**src/rtl/uart_pkg.sv**
```systemverilog
// Shared UART definitions: FSM state encoding, word-length codes and the
// framing helpers used by both the transmit and receive engines.
package uart_pkg;

  localparam int unsigned OVERSAMPLE_DEFAULT = 16;
  localparam int unsigned UART_DATA_W        = 8;

  localparam logic [1:0] WLS_5 = 2'b00;
  localparam logic [1:0] WLS_6 = 2'b01;
  localparam logic [1:0] WLS_7 = 2'b10;
  localparam logic [1:0] WLS_8 = 2'b11;

  typedef enum logic [2:0] {
    TX_IDLE   = 3'd0,
    TX_START  = 3'd1,
    TX_DATA   = 3'd2,
    TX_PARITY = 3'd3,
    TX_STOP   = 3'd4
  } tx_state_e;

  // Line-control fields captured when a byte is loaded, plus its parity bit.
  typedef struct packed {
    logic [1:0] wls;
    logic       stb;
    logic       pen;
    logic       parity;
  } tx_frame_t;

  function automatic logic [3:0] data_bits(input logic [1:0] wls);
    return 4'd5 + {2'b00, wls};
  endfunction

  function automatic logic [7:0] data_mask(input logic [1:0] wls);
    return 8'hFF >> (2'd3 - wls);
  endfunction

  // Stick parity overrides; otherwise even parity when eps=1, odd when eps=0.
  function automatic logic uart_parity(
    input logic [7:0] data,
    input logic [1:0] wls,
    input logic       eps,
    input logic       sticky
  );
    if (sticky) begin
      return ~eps;
    end
    return (^(data & data_mask(wls))) ^ ~eps;
  endfunction

endpackage

```
**src/rtl/uart_tx_engine.sv**
```systemverilog
// UART transmit serialiser: pops bytes from a show-ahead TX FIFO and frames
// them as start / 5-8 data bits LSB first / optional parity / 1, 1.5 or 2 stop.
module uart_tx_engine
  import uart_pkg::*;
#(
  parameter int unsigned OVERSAMPLE = OVERSAMPLE_DEFAULT,
  parameter int unsigned DATA_W     = UART_DATA_W
) (
  input  logic              clk_i,
  input  logic              rst_ni,
  input  logic              en_i,
  input  logic              baud_pulse_i,
  input  logic [1:0]        wls_i,
  input  logic              stb_i,
  input  logic              pen_i,
  input  logic              eps_i,
  input  logic              sticky_par_i,
  input  logic              set_break_i,
  input  logic              fifo_empty_i,
  input  logic [DATA_W-1:0] fifo_dout_i,
  output logic              fifo_pop_o,
  output logic              tx_o,
  output logic              temt_o,
  output logic              busy_o
);

  localparam int unsigned TICK_W = $clog2(2 * OVERSAMPLE);

  localparam logic [TICK_W-1:0] BIT_LAST      = TICK_W'(OVERSAMPLE - 1);
  localparam logic [TICK_W-1:0] STOP_1P5_LAST = TICK_W'((OVERSAMPLE * 3) / 2 - 1);
  localparam logic [TICK_W-1:0] STOP_2_LAST   = TICK_W'(2 * OVERSAMPLE - 1);

  tx_state_e         state_q;
  tx_frame_t         frame_q;
  logic [7:0]        shift_q;
  logic [2:0]        bit_cnt_q;
  logic [TICK_W-1:0] tick_cnt_q;
  logic              tx_q;
  logic              pop_q;
  logic              busy_q;

  logic [7:0]        shift_d;
  logic [2:0]        bit_cnt_d;
  logic [TICK_W-1:0] tick_cnt_d;

  logic [7:0]        load_data;
  tx_frame_t         load_frame;
  logic              load_go;
  logic [2:0]        bit_last_idx;
  logic [TICK_W-1:0] stop_last;
  logic [TICK_W-1:0] tick_last;
  logic              tick_end;

  always_comb begin
    load_data         = 8'(fifo_dout_i) & data_mask(wls_i);
    load_frame.wls    = wls_i;
    load_frame.stb    = stb_i;
    load_frame.pen    = pen_i;
    load_frame.parity = uart_parity(load_data, wls_i, eps_i, sticky_par_i);
    load_go           = en_i && !fifo_empty_i;
  end

  always_comb begin
    shift_d      = shift_q >> 1;
    bit_cnt_d    = bit_cnt_q + 3'd1;
    tick_cnt_d   = tick_cnt_q + 1'b1;
    bit_last_idx = 3'(data_bits(frame_q.wls) - 4'd1);

    // Only the 5-bit word turns the long stop into one and a half bits.
    stop_last = BIT_LAST;
    if (frame_q.stb) begin
      stop_last = (frame_q.wls == WLS_5) ? STOP_1P5_LAST : STOP_2_LAST;
    end

    tick_last = (state_q == TX_STOP) ? stop_last : BIT_LAST;
    tick_end  = baud_pulse_i && (tick_cnt_q == tick_last);
  end

  always_ff @(posedge clk_i or negedge rst_ni) begin
    if (!rst_ni) begin
      state_q    <= TX_IDLE;
      frame_q    <= '0;
      shift_q    <= '0;
      bit_cnt_q  <= '0;
      tick_cnt_q <= '0;
      tx_q       <= 1'b1;
      pop_q      <= 1'b0;
      busy_q     <= 1'b0;
    end else begin
      pop_q <= 1'b0;

      case (state_q)
        TX_IDLE: begin
          tick_cnt_q <= '0;
          bit_cnt_q  <= '0;
          if (load_go) begin
            pop_q   <= 1'b1;
            frame_q <= load_frame;
            shift_q <= load_data;
            tx_q    <= 1'b0;
            busy_q  <= 1'b1;
            state_q <= TX_START;
          end
        end

        TX_START: begin
          if (tick_end) begin
            tick_cnt_q <= '0;
            tx_q       <= shift_q[0];
            state_q    <= TX_DATA;
          end else if (baud_pulse_i) begin
            tick_cnt_q <= tick_cnt_d;
          end
        end

        TX_DATA: begin
          if (tick_end) begin
            tick_cnt_q <= '0;
            if (bit_cnt_q == bit_last_idx) begin
              if (frame_q.pen) begin
                tx_q    <= frame_q.parity;
                state_q <= TX_PARITY;
              end else begin
                tx_q    <= 1'b1;
                state_q <= TX_STOP;
              end
            end else begin
              shift_q   <= shift_d;
              bit_cnt_q <= bit_cnt_d;
              tx_q      <= shift_d[0];
            end
          end else if (baud_pulse_i) begin
            tick_cnt_q <= tick_cnt_d;
          end
        end

        TX_PARITY: begin
          if (tick_end) begin
            tick_cnt_q <= '0;
            tx_q       <= 1'b1;
            state_q    <= TX_STOP;
          end else if (baud_pulse_i) begin
            tick_cnt_q <= tick_cnt_d;
          end
        end

        TX_STOP: begin
          if (tick_end) begin
            tick_cnt_q <= '0;
            busy_q     <= 1'b0;
            state_q    <= TX_IDLE;
          end else if (baud_pulse_i) begin
            tick_cnt_q <= tick_cnt_d;
          end
        end

        default: begin
          tx_q    <= 1'b1;
          busy_q  <= 1'b0;
          state_q <= TX_IDLE;
        end
      endcase
    end
  end

  // Break overrides the line without disturbing the frame underneath.
  assign tx_o       = tx_q & ~set_break_i;
  assign fifo_pop_o = pop_q;
  assign busy_o     = busy_q;
  assign temt_o     = ~busy_q & fifo_empty_i;

endmodule

```
**config.mk**
```make
export PLATFORM = sky130hd
export DESIGN_NAME = uart_tx_engine
export DESIGN_NICKNAME = d
export VERILOG_FILES = /design/src/rtl/uart_pkg.sv /design/src/rtl/uart_tx_engine.sv
export SDC_FILE = /design/constraint.sdc
export NUM_CORES = 1
export LEC_CHECK = 0
export ABC_AREA = 1
export BUFFER_PORTS_ARGS = -buffer_cell sky130_fd_sc_hd__buf_2
export CELL_PAD_IN_SITES_DETAIL_PLACEMENT = 1
export CELL_PAD_IN_SITES_GLOBAL_PLACEMENT = 2
export CORE_ASPECT_RATIO = 0.6
export CORE_MARGIN = 3
export CORE_UTILIZATION = 31
export DETAILED_ROUTE_END_ITERATION = 10
export PLACE_DENSITY = 0.76
export SLEW_MARGIN = 30
export SYNTH_ARGS = -nofsm -noshare
export SYNTH_HDL_FRONTEND = slang
export SYNTH_SLANG_ARGS = --single-unit
```
**constraint.sdc**
```tcl
create_clock -name clk_i -period 2.1 [get_ports clk_i]
set_input_delay 0.42 -clock clk_i [delete_from_list [all_inputs] [get_ports clk_i]]
set_output_delay 0.42 -clock clk_i [all_outputs]
set_load 0.05 [all_outputs]
```
==> results summary <==
The layout overhead on the synthesized area is 14.0%. The achievable frequency came out at between 500 and 600 MHz. The floorplan step set the die width to 102 um. The required time at the worst-slack endpoint came out at approximately 2.3 ns. The die outline height came out at 63.3 um.

The placed cell area came out at 1890 sq um. Entering global routing, the biggest net connects 28 pins. The number of failing setup endpoints in the final timing report is 0. The reported max-cap violation count came out at 0. For the worst-skew pair, the clock arrives at the later sink with an insertion delay of ~0.27 ns.

The cell at the root of the clock tree is sky130_fd_sc_hd__clkbuf_8. In this run the number of H-tree levels came out at 1. The worst hold margin came out at 0.162 ns. The I/O pin count is 24. Routability-driven placement finished with a final weighted congestion of 0.871. The number of routed nets with antenna violations is 0.

After clock tree synthesis, the setup repair step added 0 buffers. The met1 track demand over resource in global routing is 0.256. Dividing the detail-routed wire length by the instance count gives 13.1 um.

The global-route congestion overflow total is 0. The critical register-to-register path endpoint is shift_q[3]. Of the cells placed in the final design, the portion with a size suffix greater than 1 is 0.168.

The fraction of the cycle the final worst path needs came out at 0.865. The filler-free cell count of the finished design is 334. After detailed routing, the total wire length is about 4400 um.

The register-to-register setup slack came out at 0.28 ns. The critical path in this run is classified as register to register. The setup total negative slack came out at 0 ns. The max-slew violation total from the final report was 0. The standard-cell row count came out at 20. The first global-routing pass estimated approximately 7700 um of wire. The count of antenna diodes in the layout came out at 0. The total area inside the core boundary comes to approximately 5200 sq um. The setup clock skew after layout came out at 0.00503 ns.

STA classifies the critical path endpoint as a register. The total of hold buffers inserted after clock tree synthesis came out at 0. STA classifies the critical path startpoint as a register. The instance count of the mapped netlist is 242. The post-route cell area came out at 1940 sq um.

The initial core utilization came out at 0.328. The number of failing hold endpoints at the final stage came out at 0. The total routing resource utilization after global routing is 0.150.

The count of cell types in the netlist came out at 25. Buffers inserted during clock tree synthesis total 3. The via count of the first global-routing pass came out at between 1,500 and 2,000. After global routing, the most crowded layer is met1.

The endpoint arrival time on the critical path came out at 1.98 ns. The number of placed instances, taps included came out at 330. The leakage component of the power is just over 1 nW.

The measured slew at the worst slew-check pin is about 0.64 ns. The run finished with clean final reports. The clock passes through at most 2 buffers.

Setup repair after global routing left no endpoint under its margin. The routed via count is around 1,600. The cell area that synthesis handed to floorplanning was 1700 sq um. The initial antenna violation count came out at 0. The total of cells resized after clock tree synthesis came out at 0. The CTS clock-pin slew for the worst setup and hold paths came out at 0.09 ns.

The final cell utilization of the core came out at 0.374. The relative slew slack came out at 0.573. The number of buffer cells added on primary ports came out at 23.

IR analysis of the VDD net gives a maximum drop of around 0.47 mV. The synthesis-stage register bit count is 27. The CTS tree is built.

The largest fanout on the critical path came out at 9. The number of cells traversed by the worst register-to-register path is 10. The clock period could shrink to around 1.8 ns. For this run, design rule violations remaining after detail routing come to 0.

After the last flow step, the layout net total stands at between 200 and 300. The die covers around 6400 sq um. In the global route stage, met2 resource usage came out at 0.191. The detailed-routing iteration count for the pre-antenna-repair pass is 4.

After the first detailed-routing iteration, the DRC count stood at a little over 70. The synthesized area per cell came out at ~7.0 sq um. The met3 usage in global routing came out at 0.0265. Clock tree synthesis found a total of 27 sinks. Of the synthesized area, sequential elements account for 0.399. Using the TritonRoute via totals, the vias-per-cell ratio works out to ~4.6. The count of warnings emitted by yosys came out at 0. The worst hold path belongs to the class input port to asynchronous set/reset pin. For this design the ratio of total power to cell area is 1250 nW/um^2. The synthesized netlist net count came out at around 260. The source of the worst register-to-register timing path is state_q[0]. Once detailed placement completed, the half-perimeter wirelength came to approximately 3600 um.
==> stage by stage <==
stage,total power [mW],setup slack (ns)
floorplan,1.79,0.389
global placement,2.15,0.357
detailed placement,2.14,0.308
CTS,2.44,0.293
global route,2.68,0.121
finish,2.42,0.282
==> report_power, final <==
group | leakage (nW) | internal, mW | switching (mW)
Sequential | 0.347 | 0.718 | 0.179
Combinational | 0.663 | 0.382 | 0.846
Clock | 0.0228 | 0.136 | 0.160
==> logic make-up (layout without fill, tap and decap cells) <==
kind of cell               Yosys count  in the layout  synth area share
and+or+nand+nor                    145            145             0.384
DFF                                 27             27             0.399
xor gates and xnor gates             5              5            0.0258
buffers and inverters               36             62            0.0825
AOI/OAI and AO/OA                   27             27            0.0943
adders and majority gates            2              2            0.0147
==> layout by cell type, fill, tap and decap left out, drive strengths merged <==
cell     n
buf     24
ha       2
inv     34
nand3b   1
o21ai   22
nand3   14
nor2    27
dfstp    1
nand4   10
nand2   90
o21a     1
dfrtp   26
xnor2    1
xor2     4
clkbuf   4
a21oi    4
nor3     3
==> final cells by class <==
type	instances	area [sq um]
Sequential cell	27	677
Tap cell	66	82.6
Timing Repair Buffer	24	123
Fill cell	657	3240
Inverter	34	128
Clock buffer	4	45.0
Multi-Input combinational cell	179	881
==> worst max-delay path by stage <==
stage | from | end | slack, ns | cells after the start
final | state_q[0] | shift_q[3] | 0.28 | 10
after global routing | state_q[0] | shift_q[3] | 0.12 | 10
after detailed placement | state_q[0] | shift_q[6] | 0.31 | 10
after global placement | state_q[0] | shift_q[0] | 0.36 | 8
after floorplan | busy_o | temt_o | 0.39 | 1
after CTS | state_q[0] | shift_q[7] | 0.29 | 8
==> cells in the mapped netlist (all sizes together) <==
| cell type | number | share of area |
|---|---|---|
| nor2 | 27 | 0.073 |
| xor2 | 4 | 0.021 |
| nand2 | 90 | 0.20 |
| buf | 2 | 0.0074 |
| nand3 | 14 | 0.056 |
| ha | 2 | 0.015 |
| a21oi | 4 | 0.014 |
| inv | 34 | 0.075 |
| nor3 | 3 | 0.0088 |
| nand3b | 1 | 0.0044 |
| o21a | 1 | 0.0044 |
| dfrtp | 26 | 0.38 |
| nand4 | 10 | 0.037 |
| dfstp | 1 | 0.015 |
| xnor2 | 1 | 0.0052 |
| o21ai | 22 | 0.076 |
==> per-layer routing <==
metal	up-vias	part of all wire
met4	0	0.0039
met5	-	0
met3	2	0.028
li1	812	-
met2	22	0.34
met1	716	0.62
==> sequential cells by signal, summed over array words and instances, names as in the netlist <==
name	count
busy_o	1
tx_q	1
state_q	3
shift_q	8
frame_q	5
fifo_pop_o	1
tick_cnt_q	5
bit_cnt_q	3
==> critical path, cell delays in order, from the launching register on <==
cell and delay [ns]:
sky130_fd_sc_hd__dfrtp_1 0.46, sky130_fd_sc_hd__inv_2 0.13, sky130_fd_sc_hd__nand2_2 0.07, sky130_fd_sc_hd__nor2_4 0.12, sky130_fd_sc_hd__nand2_1 0.12, sky130_fd_sc_hd__nand2_2 0.09, sky130_fd_sc_hd__nand3_4 0.09, sky130_fd_sc_hd__o21ai_4 0.30
sky130_fd_sc_hd__nand3_4 0.19, sky130_fd_sc_hd__nand2_1 0.10, sky130_fd_sc_hd__nand2_1 0.05
No activity file was read; power rests on OpenSTA's default activity.
